==> src/rtl/pipeline_if_fetch.sv <==
// Instruction fetch stage: owns the PC, issues one imem request at a time, and buffers words for ID.
// Define SBP_EN to let the static predictor steer next_pc; otherwise fetch is sequential.
module pipeline_if_fetch #(
   parameter logic [31:0] RESET_PC   = 32'h0000_0000,
   parameter int          FIFO_DEPTH = 2
) (
   input  logic        clk,
   input  logic        reset,
   output logic        imem_req_valid_o,
   input  logic        imem_req_ready_i,
   output logic [31:0] imem_addr_o,
   input  logic        imem_rsp_valid_i,
   input  logic [31:0] imem_rsp_data_i,
   input  logic        redirection_e_i,
   input  logic [31:0] redirection_pc_e_i,
   input  logic        st_f_i,
   output logic        valid_f_o,
   output logic [31:0] instr_f_o,
   output logic [31:0] pc_f_o,
   output logic [31:0] pc_plus4_f_o,
   output logic        taken_f_o,
   output logic [31:0] prediction_pc_f_o
);
   // state  | meaning
   // S_REQ  | no request outstanding; request pc when the buffer has room
   // S_WAIT | request accepted; next response is pushed into the buffer
   // S_DROP | request accepted before a redirect; next response is discarded
   typedef enum logic [1:0] {S_REQ, S_WAIT, S_DROP} state_t;

   localparam int AW = $clog2(FIFO_DEPTH);

   state_t          state_q, state_d;
   logic [31:0]     pc_q, pc_d;
   logic [AW:0]     count_q;
   logic [AW-1:0]   rd_ptr_q, wr_ptr_q;
   logic [31:0]     instr_mem [FIFO_DEPTH];
   logic [31:0]     pc_mem    [FIFO_DEPTH];
   logic [31:0]     pc4_mem   [FIFO_DEPTH];
   logic [31:0]     ppc_mem   [FIFO_DEPTH];
   logic [FIFO_DEPTH-1:0] taken_mem;

   logic        is_branch, is_jal, pred_taken, accept, push, pop;
   logic [31:0] imm_b, imm_j, pc_plus4, pred_target, next_pc;

   assign is_branch   = (imem_rsp_data_i[6:0] == 7'b1100011);
   assign is_jal      = (imem_rsp_data_i[6:0] == 7'b1101111);
   assign imm_b       = {{19{imem_rsp_data_i[31]}}, imem_rsp_data_i[31], imem_rsp_data_i[7],
                         imem_rsp_data_i[30:25], imem_rsp_data_i[11:8], 1'b0};
   assign imm_j       = {{11{imem_rsp_data_i[31]}}, imem_rsp_data_i[31], imem_rsp_data_i[19:12],
                         imem_rsp_data_i[20], imem_rsp_data_i[30:21], 1'b0};
   assign pc_plus4    = pc_q + 32'd4;
   assign pred_target = is_branch ? pc_q + imm_b :
                        is_jal    ? pc_q + imm_j : pc_plus4;

`ifdef SBP_EN
   assign pred_taken  = (is_branch & imem_rsp_data_i[31]) | is_jal;
   assign next_pc     = pred_taken ? pred_target : pc_plus4;
`else
   // target is still recorded so EXE can resolve the branch and redirect
   assign pred_taken  = 1'b0;
   assign next_pc     = pc_plus4;
`endif

   assign imem_req_valid_o = ~reset & (state_q == S_REQ) & ~redirection_e_i &
                             (count_q < (AW+1)'(FIFO_DEPTH));
   assign imem_addr_o      = pc_q;
   assign accept           = imem_req_valid_o & imem_req_ready_i;
   assign push             = (state_q == S_WAIT) & imem_rsp_valid_i & ~redirection_e_i;
   assign pop              = valid_f_o & ~st_f_i & ~redirection_e_i;

   assign valid_f_o         = (count_q != '0);
   assign instr_f_o         = instr_mem[rd_ptr_q];
   assign pc_f_o            = pc_mem[rd_ptr_q];
   assign pc_plus4_f_o      = pc4_mem[rd_ptr_q];
   assign prediction_pc_f_o = ppc_mem[rd_ptr_q];
   assign taken_f_o         = taken_mem[rd_ptr_q];

   always_comb begin
      state_d = state_q;
      pc_d    = pc_q;
      if (redirection_e_i) begin
         pc_d = redirection_pc_e_i & ~32'h3;
         if (state_q != S_REQ) state_d = imem_rsp_valid_i ? S_REQ : S_DROP;
      end else begin
         case (state_q)
            S_REQ:   if (accept) state_d = S_WAIT;
            S_WAIT:  if (imem_rsp_valid_i) begin
                        state_d = S_REQ;
                        pc_d    = next_pc;
                     end
            S_DROP:  if (imem_rsp_valid_i) state_d = S_REQ;
            default: state_d = S_REQ;
         endcase
      end
   end

   always_ff @(posedge clk) begin
      if (reset) begin
         state_q   <= S_REQ;
         pc_q      <= RESET_PC;
         count_q   <= '0;
         rd_ptr_q  <= '0;
         wr_ptr_q  <= '0;
         taken_mem <= '0;
         for (int i = 0; i < FIFO_DEPTH; i++) begin
            instr_mem[i] <= '0;
            pc_mem[i]    <= '0;
            pc4_mem[i]   <= '0;
            ppc_mem[i]   <= '0;
         end
      end else begin
         state_q <= state_d;
         pc_q    <= pc_d;
         if (redirection_e_i) begin
            count_q  <= '0;
            rd_ptr_q <= '0;
            wr_ptr_q <= '0;
         end else begin
            if (push) begin
               instr_mem[wr_ptr_q] <= imem_rsp_data_i;
               pc_mem[wr_ptr_q]    <= pc_q;
               pc4_mem[wr_ptr_q]   <= pc_plus4;
               ppc_mem[wr_ptr_q]   <= pred_target;
               taken_mem[wr_ptr_q] <= pred_taken;
               wr_ptr_q            <= wr_ptr_q + 1'b1;
            end
            if (pop) rd_ptr_q <= rd_ptr_q + 1'b1;
            case ({push, pop})
               2'b10:   count_q <= count_q + 1'b1;
               2'b01:   count_q <= count_q - 1'b1;
               default: count_q <= count_q;
            endcase
         end
      end
   end
endmodule

==> config.mk <==
export PLATFORM = sky130hd
export DESIGN_NAME = pipeline_if_fetch
export DESIGN_NICKNAME = d
export VERILOG_FILES = /design/src/rtl/pipeline_if_fetch.sv
export SDC_FILE = /design/constraint.sdc
export NUM_CORES = 1
export LEC_CHECK = 0
export CORE_MARGIN = 2
export CORE_UTILIZATION = 45
export CTS_BUF_LIST = sky130_fd_sc_hd__clkbuf_16
export DETAILED_ROUTE_END_ITERATION = 10
export PLACE_DENSITY = 0.68
export SLEW_MARGIN = 0
export SYNTH_ARGS = -nofsm -noshare
export SYNTH_HDL_FRONTEND = slang
export SYNTH_SLANG_ARGS = --single-unit
==> constraint.sdc <==
create_clock -name clk -period 11.3 [get_ports clk]
set_input_delay 1.695 -clock clk [delete_from_list [all_inputs] [get_ports clk]]
set_output_delay 1.695 -clock clk [all_outputs]
set_load 0.005 [all_outputs]
==> flow_summary.yaml <==
run_status:
  run_status: "finished clean"
die:
  core_area_mm2: 0.0353
  start_util: 0.454
  die_area_mm2: 0.0372
  die_w_um: 193
  rows: 69
  ios: 233
  chipHeight_um: 193
place:
  dp_hpwl_um: 31900
  io_buffers: 223
  gp_congestion: 0.932
  placed_area_mm2: 0.0186
  dp_slack_ns: 5.68
timing:
  relSlewSlack: 0.273
  timing.final.crit_share: 0.452
  period_needed_ns: 5.11
  hold_viol_final: 0
  max_freq_mhz: 196
  rsz0062_at_grt: "false"
  setup-tns-final_ns: 0
  maxSlewViolCount: 0
  worst_pin_slew_ns: 1.09
  fin_ws_ns: 6.19
  setup_violations: 0
  finClkSkew_ns: 0.0160
power_and_ir_drop:
  ir_drop_v: 0.000113
  power_density_mw_per_mm2: 127
  cellLeakagePower_uw: 0.00724
synth:
  synth_area_mm2: 0.0160
  yosysTopAreaCellShare: 0.461
  synth.ff_latch_count: 285
  synth-edff-count: 246
  synth.area.mux_share: 0.0901
  async_reset_ff_frac: 0
  synth_top_family_by_area: "simple AND/OR/NAND/NOR gates"
  ys.warnings.count: 0
  synthXorXnorAreaFrac: 0.0449
  synth_simple_gate_area_frac: 0.175
  synthCells: 1510
  synth_area_leader_cell: "edfxtp_1"
  ys_top_cells_by_area: "edfxtp_1 46%, mux2_2 8.6%, dfxtp_1 4.9%, nor2_1 4.5%, ha_1 3.5%"
  synthDistinctLibCells: 72
  synth_compound_area_frac: 0.110
  yosysMostFrequentCell: "edfxtp_1"
  synthAdderAreaFrac: 0.0376
  synth.avg_cell_area_um2: 10.6
  synth_common_cells: "246 x edfxtp_1, 194 x nor2_1, 123 x mux2_2"
  ys.flop_type: "edfxtp_1"
  synth-seq-area-share: 0.509
worst_setup_path:
  worst-setup-path-type: "input pin to output port"
  critPathMaxFanout: 43
  max_stage_delay_ns: 0.59
  r2r_end: "ppc_mem[1][30]$_SDFFCE_PN0P_"
  slowest_stage: "clkdlybuf4s50_1"
  r2r-start: "imem_addr_o[2]$_SDFFE_PP0P_"
  critPathMostFrequentCell: "clkdlybuf4s50_1"
  crit_chain: "clkdlybuf4s50_1 > buf_4 > nor4b_1 > clkdlybuf4s50_1"
  cp.required_ns: 9.61
  cp-start-kind: "input pin"
  r2r_slack_ns: 7.36
  worstPathArrival_ns: 3.41
  rr_worst_depth: 9
  crit_path_end_kind: "output port"
grt:
  grt_max_degree: 71
  antenna_found_initial: 0
  grtUsageTotal: 0.249
  grt_overflow: 0
  grt_pass1_vias: 12000
  grt_pass1_wl_um: 70700
cts:
  clk_pin_slew_worst_paths_ns: 0.06
  cts_tree: "built"
  cts.path.max_buffers: 3
  h-tree-depth: 1
  post-cts-setup-buffer-count: 0
  clock_sinks: 285
  clk_latency_ns: 0.58
  cts-buffers-inserted: 30
  cts-root-buf: "clkbuf_16"
  cts-resized-gates: 0
  postCtsHoldBufs: 0
finish:
  final_cell_area_mm2: 0.0195
  nNetsFinal: 1795
  n_fill_cell: 3024
  drive_above_1_share: 0.125
  syn2layout_area_growth_pct: 21.8
  diodes: 0
routing:
  postRouteAntennaNets: 0
  drtIter0Drc: 1045
  vias: 12500
  routedWlPerCell_um: 21.8
  remaining_drc_errors: 0
  routed_wl_um: 47100
  vias_per_cell: 5.80
  firstDrtPassIters: 6
flow_run:
  drv_cap: 0
hold_path:
  hold_path_class: "flip-flop to flip-flop"
  hold_path_depth: 2
  holdPathEnd: "taken_mem[1]$_SDFFE_PP0P_"
  min_from: "taken_mem[1]$_SDFFE_PP0P_"
==> worst max path at each step <==
stage / start / endpoint / slack (ns) / cells after the start
after global placement: imem_rsp_data_i[31] / ppc_mem[0][30]$_SDFFCE_PN0P_ / 5.77 / 10
after detailed placement: imem_rsp_data_i[31] / ppc_mem[1][30]$_SDFFCE_PN0P_ / 5.68 / 10
after CTS: reset / imem_req_valid_o / 6.17 / 4
after global routing: imem_rsp_data_i[31] / ppc_mem[0][30]$_SDFFCE_PN0P_ / 6.02 / 10
final: reset / imem_req_valid_o / 6.19 / 4
after floorplan: imem_rsp_valid_i / instr_mem[0][0]$_SDFFCE_PN0P_ / 2.81 / 4
==> sequential cells by signal, indices dropped and copies added (netlist names), 2 cells and up, named ones only <==
register,count
pc4_mem,60
pc_mem,60
state_q,2
count_q,2
instr_mem,64
taken_mem,2
ppc_mem,62
imem_addr_o,30
==> where the power goes <==
part           internal, uW  switching, uW  leakage [uW]
clock network           528            419      0.000484
registers              1180           32.7       0.00286
logic                   143            178       0.00389
==> critical path: cells and delay by family <==
family	cells	cell delay [ns]
buffers and inverters	3	1.27
AND/OR/NAND/NOR	1	0.44
==> per-stage QoR <==
| stage | total power, uW | util | hold WS [ns] | cells |
|---|---|---|---|---|
| after global placement | 1550 | 0.526 | 0.420 | 2107 |
| after detailed placement | 1550 | 0.526 | 0.427 | 2107 |
| after floorplan | 1410 | - | 0.409 | 1516 |
| final | 2480 | 0.553 | 0.435 | 2162 |
| after CTS | 2490 | 0.553 | 0.436 | 2162 |
| after global routing | 2570 | 0.553 | 0.449 | 2162 |
==> placed cells by master (no fill, tap or decap), types with 9 or more instances in the layout <==
master           netlist  final
mux2_2               123    123
and3_1                75     75
xor2_1                41     41
buf_4                  9     18
inv_1                 17     27
nand3_1               38     38
nand2_1               95     95
nand4_1               26     26
and2_1                86     86
xnor2_1               38     38
ha_1                  45     45
o211ai_1              17     17
nor2_1               194    193
a31oi_1               12     12
nor3_1                21     19
or3_1                 10      9
o21ai_0               50     50
clkdlybuf4s50_1        0    222
dfxtp_1               39     37
o21bai_1              11     10
edfxtp_1             246    246
clkbuf_16              0     30
a21oi_1              103    103
==> cell families (layout without fill, tap and decap cells) <==
| family | after synthesis | in the layout |
|---|---|---|
| other | 1 | 7 |
| AO/OA/AOI/OAI | 274 | 274 |
| AND/OR/NAND/NOR | 566 | 566 |
| buffers and inverters | 128 | 313 |
| adder cells (fa/ha/maj) | 47 | 47 |
| XOR/XNOR | 80 | 80 |
| multiplexers | 129 | 129 |
| flip-flops | 285 | 285 |
==> metal layers <==
| metal | vias up | global-route usage | wire, um |
|---|---|---|---|
| li1 | 5839 | - | - |
| met1 | 6137 | 0.350 | 20800 |
| met2 | 491 | 0.405 | 22000 |
| met3 | 65 | 0.0338 | 3180 |
| met4 | 0 | 0.0640 | 1150 |
| met5 | - | 0 | 0 |
==> layout make-up <==
cell class,count,area [um^2],area share
Timing Repair Buffer,241,2360,0.121
Inverter,17,63.8,0.00327
Sequential cell,285,8170,0.418
Clock buffer,30,751,0.0384
Clock inverter,25,196,0.0101
Tap cell,461,577,0.0295
Multi-Input combinational cell,1103,7410,0.379
No activity file was read; power rests on OpenSTA's default activity.
